[src/rtl/id_ex_hazard_reg.sv]
// rtl/id_ex_hazard_reg.sv - ID/EX pipeline register with load-use stall and flush bubble (optional HAZARD_STAT_EN stall counter)
module id_ex_hazard_reg #(
    parameter int DATA_W = 32,
    parameter int RA_W   = 5
) (
    input  logic              clk,
    input  logic              rst_n,
    input  logic              id_RegDst,
    input  logic              id_ALUSrc,
    input  logic              id_MemtoReg,
    input  logic              id_RegWrite,
    input  logic              id_MemRead,
    input  logic              id_MemWrite,
    input  logic              id_Branch,
    input  logic [1:0]        id_ALUOp,
    input  logic [DATA_W-1:0] id_rd1,
    input  logic [DATA_W-1:0] id_rd2,
    input  logic [DATA_W-1:0] id_imm,
    input  logic [DATA_W-1:0] id_pc4,
    input  logic [RA_W-1:0]   id_rs,
    input  logic [RA_W-1:0]   id_rt,
    input  logic [RA_W-1:0]   id_rd,
    input  logic              flush,
    output logic              ex_RegDst,
    output logic              ex_ALUSrc,
    output logic              ex_MemtoReg,
    output logic              ex_RegWrite,
    output logic              ex_MemRead,
    output logic              ex_MemWrite,
    output logic              ex_Branch,
    output logic [1:0]        ex_ALUOp,
    output logic [DATA_W-1:0] ex_rd1,
    output logic [DATA_W-1:0] ex_rd2,
    output logic [DATA_W-1:0] ex_imm,
    output logic [DATA_W-1:0] ex_pc4,
    output logic [RA_W-1:0]   ex_rs,
    output logic [RA_W-1:0]   ex_rt,
    output logic [RA_W-1:0]   ex_rd,
    output logic              ex_valid,
    output logic              pc_write,
    output logic              ifid_write
`ifdef HAZARD_STAT_EN
    ,
    output logic [15:0]       stall_cnt
`endif
);

    logic hazard;

    // Compared for every opcode; over-stalling on sw/beq is harmless.
    always_comb begin
        hazard = ex_MemRead & ex_valid & (ex_rt != '0) &
                 ((ex_rt == id_rs) | (ex_rt == id_rt));
    end

    assign pc_write   = ~hazard;
    assign ifid_write = ~hazard;

    always_ff @(posedge clk) begin
        if (!rst_n || flush || hazard) begin
            ex_RegDst   <= 1'b0;
            ex_ALUSrc   <= 1'b0;
            ex_MemtoReg <= 1'b0;
            ex_RegWrite <= 1'b0;
            ex_MemRead  <= 1'b0;
            ex_MemWrite <= 1'b0;
            ex_Branch   <= 1'b0;
            ex_ALUOp    <= 2'b00;
            ex_rd1      <= '0;
            ex_rd2      <= '0;
            ex_imm      <= '0;
            ex_pc4      <= '0;
            ex_rs       <= '0;
            ex_rt       <= '0;
            ex_rd       <= '0;
            ex_valid    <= 1'b0;
        end else begin
            ex_RegDst   <= id_RegDst;
            ex_ALUSrc   <= id_ALUSrc;
            ex_MemtoReg <= id_MemtoReg;
            ex_RegWrite <= id_RegWrite;
            ex_MemRead  <= id_MemRead;
            ex_MemWrite <= id_MemWrite;
            ex_Branch   <= id_Branch;
            ex_ALUOp    <= id_ALUOp;
            ex_rd1      <= id_rd1;
            ex_rd2      <= id_rd2;
            ex_imm      <= id_imm;
            ex_pc4      <= id_pc4;
            ex_rs       <= id_rs;
            ex_rt       <= id_rt;
            ex_rd       <= id_rd;
            ex_valid    <= 1'b1;
        end
    end

`ifdef HAZARD_STAT_EN
    logic [15:0] cnt_q;

    // Counts hazard stalls only (flush is not a stall), saturating.
    always_ff @(posedge clk) begin
        if (!rst_n) begin
            cnt_q <= 16'h0000;
        end else if (hazard && (cnt_q != 16'hFFFF)) begin
            cnt_q <= cnt_q + 16'h0001;
        end
    end

    assign stall_cnt = cnt_q;
`endif

endmodule

[config.mk]
export PLATFORM = sky130hd
export DESIGN_NAME = id_ex_hazard_reg
export DESIGN_NICKNAME = d
export VERILOG_FILES = /design/src/rtl/id_ex_hazard_reg.sv
export SDC_FILE = /design/constraint.sdc
export NUM_CORES = 1
export LEC_CHECK = 0
export CORE_MARGIN = 2
export CORE_UTILIZATION = 33
export CTS_CLUSTER_DIAMETER = 150
export DETAILED_ROUTE_END_ITERATION = 7
export GPL_ROUTABILITY_DRIVEN = 0
export PLACE_DENSITY = 0.76
export SYNTH_ARGS = -nofsm -noshare
export SYNTH_HDL_FRONTEND = slang
export SYNTH_SLANG_ARGS = --single-unit
[constraint.sdc]
create_clock -name clk -period 1.8 [get_ports clk]
set_input_delay 0.36 -clock clk [delete_from_list [all_inputs] [get_ports clk]]
set_output_delay 0.36 -clock clk [all_outputs]
set_load 0.005 [all_outputs]
Yosys cells after proc, flatten, opt, wreduce, memory -nomap -nowiden
Index checks and enable logic that the tools add are counted.

storage, ports and cells
  latch bits = 0
  output and inout port bits = 155
  bits in writable memories = 0
  register bits = 153
  memories kept = 0
  bits of input ports = 155
  ROM bits = 0

operators by class
  muxes and demuxes = 1
  bitwise logic cells = 5
  eq/ne operators = 2
  order comparisons = 0
  add/sub/neg operators = 0
  multiply operators = 0
  reductions and logical operators = 4
  shifts and indexed selects = 0
  div/mod/pow operators = 0

operators by type and width
  operator             number
  equality test 5 bit  2
  nonzero test 5 bit   1
  bitwise AND 1 bit    3
  logical OR 1 bit     2
  logical NOT 1 bit    1
  two-way mux 1 bit    1
  inverter 1 bit       1
  OR 1 bit             1

Longest topological paths before layout
  depth after elaboration = 5
  mapped depth = 8
  depth with buffers taken out = 4

Worst setup path before layout
OpenSTA, ideal clock, no wires.

  path kind = flip-flop to output port
  start = reg ex_rt[0]
  end = out pc_write
  arrival = 1.531 ns
  cell stages (with the launch flop) = 7
  buffers on the path = 3
  setup slack = -0.091 ns
  path through = dfxtp_1 > or3_1 > o311a_1 > buf_6 > clkbuf_1 > nand2_1 > buf_4

on the way
  longest elaborated chain between the ends = 4
  elaborated cells on any way between the ends = 7

ends and longest elaborated chain
  what                                                              line    RTL
  start, declared                                                   37      output logic [RA_W-1:0] ex_rt,
  start signal, assigned                                            91      ex_rt <= id_rt;
  equality test 5 bit / nonzero test 5 bit (equally long branches)  53, 52
  OR 1 bit / bitwise AND 1 bit (equally long branches)              53, 52
  bitwise AND 1 bit *                                               52      hazard = ex_MemRead & ex_valid & (ex_rt != '0) &
  inverter 1 bit *                                                  --
  end, declared                                                     40      output logic pc_write,

Every way passes the cells marked *; elsewhere a longest branch is shown, timed or not.

Worst setup path in the final report
  start = reg ex_rt[1]
  end = out ifid_write

on the way
  longest elaborated chain between the ends = 4
  elaborated cells on any way between the ends = 7

ends and longest elaborated chain
  what                                                              line    RTL
  equality test 5 bit / nonzero test 5 bit (equally long branches)  53, 52
  OR 1 bit / bitwise AND 1 bit (equally long branches)              53, 52
  bitwise AND 1 bit *                                               52
  inverter 1 bit *                                                  57      assign ifid_write = ~hazard;
  end, declared                                                     41      output logic ifid_write

Marked as above.

==> implementation parameters <==
Parameter                              Value

Status
  Outcome ... finished with violations
  Violated checks ... setup timing

Worst setup path
  Largest delay contributor family on the critical path ... simple AND/OR/NAND/NOR gates
  Arrival time worst endpoint ... about 1.7 ns
  Crit end category ... output port
  Depth of the worst register-to-register path ... 5
  Highest fanout seen on the critical path ... 2
  Critical path buffer and inverter count ... 1
  Max stage delay on crit path ... about 0.38 ns
  Slowest library cell on the worst path ... or3_4
  Crit-path cells ... or3_4, o311a_4, nand2_4, buf_6
  Crit path kind ... flip-flop to output port
  Element type at the critical path start ... flip-flop
  Worst path required time ... 1.44 ns
  Crit. path cell count ... 4

Timing
  Final hold violation count ... 0
  Min setup slack post-route ... -0.211 ns
  Number of max-slew violations in the final report ... 0
  Post-layout minimum cycle time ... 2.01 ns
  Unrepaired setup endpoints after global routing ... true
  Maximum clock frequency ... 497 MHz
  Worst-Margin Slew ... 0.234 ns
  Worst max-slew margin expressed relative to the limit ... 0.844
  Post-route fraction of the period consumed by the critical path ... 1.12
  Final setup viols ... 2
  Clock skew after layout ... 0.0104 ns

Yosys
  Number of different library cells in the post-synthesis netlist ... 16
  Post-synthesis instance area ... a little over 0.005 mm²
  Synth top area share ... 0.608
  Part of the Yosys area used for sequential elements ... 0.608
  Gate Count Post-Synth ... 529
  Post-synthesis average cell area ... around 9.5 µm²
  Net count after synthesis ... 684
  Biggest area consumer among synthesized cells ... dfxtp_1
  Number of storage elements in the synthesis netlist ... between 150 and 200
  Biggest area contributors in the synthesized netlist ... dfxtp_1, nand2_1, a21oi_2
  Yosys Warn Count ... 0

Die
  Rows ... 45
  Number of top-level pins ... 310
  Height of the die ... 128 µm
  Chip Width ... 128 µm
  Die area ... 0.0163 mm²
  Standard cell core area ... 0.0150 mm²
  Initial core utilization ... 0.335

Flow run
  Count of maximum capacitance violations ... 0

Global route
  Vias in the first global route ... 4,702
  Initial antenna violation count ... 0
  Overall global routing resource usage ... 0.195
  Wire length of the first global-routing pass ... 24,500 µm
  Total congestion overflow after global routing ... 0
  Pin count of the biggest net entering global routing ... 46

Pwr
  Worst vdd ir ... between 0.0005 and 0.0006 V
  Leakage dissipation ... 3.58 nW
  Power Density ... 940 mW/mm²

Drt
  Number of iterations in the first detailed-routing pass ... 4
  Number of vias after detailed routing ... around 4,800
  WL per Instance ... 15.6 µm
  Overall routed net length ... 16,100 µm
  Detailed Route Iter0 Violations ... 190
  Via density ... 4.59
  Post-detailed-route DRC marker count ... 0
  Number of nets still failing antenna checks after routing ... 0

Place
  Area after detailed placement ... 0.00843 mm²
  PortBufs ... between 300 and 400
  Cell total after placement ... 1,002
  Post-detail-place hpwl ... 10,600 µm

Clock tree
  Total CTS buffers ... 17
  Count of clock tree sinks ... 153
  Bufs on Longest Clock Path ... 2
  Later-pin clock latency in the skew report ... 0.41 ns
  Clock transition at the registers of the reported paths ... 0.07 ns
  TritonCTS clock tree ... built
  Number of setup buffers added after CTS ... 0
  Clk Tree Root Cell ... clkbuf_16
  H-Tree Depth ... 4

Cells and area
  Share of post-route cells with drive strength above 1 ... 0.159
  Final net count ... just under 1,000
  Filler-free cell count of the finished design ... 1,037
  Area Overhead vs Synth ... 84.9%
  Cell area after layout ... between 0.009 and 0.01 mm²
  Number of diodes added for antenna fixing ... 0
  Filler cell count ... 1,228

Min path
  Instance count along the most critical hold path ... 3
  Min-delay worst type ... primary input to flip-flop
[synth_stat cells]
cell type,instances
a21boi_0,1
a21oi_1,92
a21oi_2,60
buf_1,1
buf_2,9
buf_4,1
buf_6,8
clkbuf_1,33
dfxtp_1,153
nand2_1,155
nand3_1,2
nor2b_1,1
o22ai_1,1
o311a_1,1
or3_1,1
xnor2_1,10
[layer usage]
metal,part of all wire,global-route usage,vias up
met3,0.10,0.0938,18
met4,0.015,0.0685,0
met5,0,0,-
met2,0.49,0.338,219
li1,-,-,2338
met1,0.40,0.208,2184
[repair_timing]
item                                   in CTS  in global routing
pin swaps                                   5                  3
setup endpoints to repair                 156                156
gates cloned                                4                  0
resized for setup                          31                  4
hold buffers                                0                  0
endpoints found under the hold margin       0                  0
[power by group]
group | switching [mW] | internal [mW] | total, mW | leakage (nW)
logic | 0.378 | 0.681 | 1.06 | 1.99
registers | 0.0388 | 3.52 | 3.56 | 1.26
clock network | 1.38 | 2.74 | 4.13 | 0.328
[per-stage QoR]
stage          power, mW  hold WS, ns  setup slack (ns)   util  setup TNS (ns)
3_5_place_dp        4.66        0.892            -0.512  0.561          -55.39
2_1_floorplan       3.93        0.469            0.0106      -               0
4_1_cts             8.82        0.448            -0.309  0.618          -0.648
3_3_place_gp        4.65        0.888            -0.495  0.561          -53.20
5_1_grt             9.06        0.448            -0.278  0.619          -0.886
6_report            8.75        0.467            -0.211  0.619          -0.419
[kinds of logic (layout without fill, tap and decap cells)]
group           count (synthesis)  in the layout  share of synthesized area
compound gates                155            155                      0.201
xor+xnor                       10             10                     0.0174
buf+inv                        52            372                     0.0537
flops                         153            153                      0.608
simple gates                  159            159                      0.120
[worst reg2reg max path, stage by stage (launching register included)]
cell and delay [ns]:
dfxtp_2 0.32, or3_4 0.38, o311a_4 0.33, buf_4 0.20, buf_16 0.20, a21oi_1 0.21
[registers in the layout, indices dropped and copies added (netlist names)]
name and count:
ex_imm 32, ex_pc4 32, ex_rd1 32, ex_rd2 32, ex_rd 5, ex_rs 5
ex_rt 5, ex_ALUOp 2, ex_ALUSrc 1, ex_Branch 1, ex_MemRead 1, ex_MemWrite 1
ex_MemtoReg 1, ex_RegDst 1, ex_RegWrite 1, ex_valid 1
[final cells by class]
cell class,instances,area (µm²),share of cell area
Tap cell,188,235,0.0253
Multi-Input combinational cell,324,1760,0.189
Sequential cell,153,3070,0.330
Clock buffer,20,437,0.0469
Clock inverter,11,245,0.0263
Timing Repair Buffer,341,3560,0.382
[worst paths after layout]
kind / startpoint / endpoint / slack (ns)
worst max-delay path: ex_rt[1] / ifid_write / -0.21
worst min register to register: ex_valid / ex_ALUOp[0] / 1.03
worst max register to register: ex_rt[1] / ex_rd1[19] / 0.07
worst min-delay path: id_rd1[28] / ex_rd1[28] / 0.47
[placed cells by master (no fill, tap or decap), drive strengths merged]
cell type	n
dfxtp	153
buf	34
nor2b	1
clkbuf	20
clkdlybuf4s50	306
a21oi	152
dlygate4sd2	1
xnor2	10
nand3	2
o311a	1
nand2	155
a21boi	1
bufinv	7
or3	1
o22ai	1
clkinv	4
No activity file was read; power rests on OpenSTA's default activity.
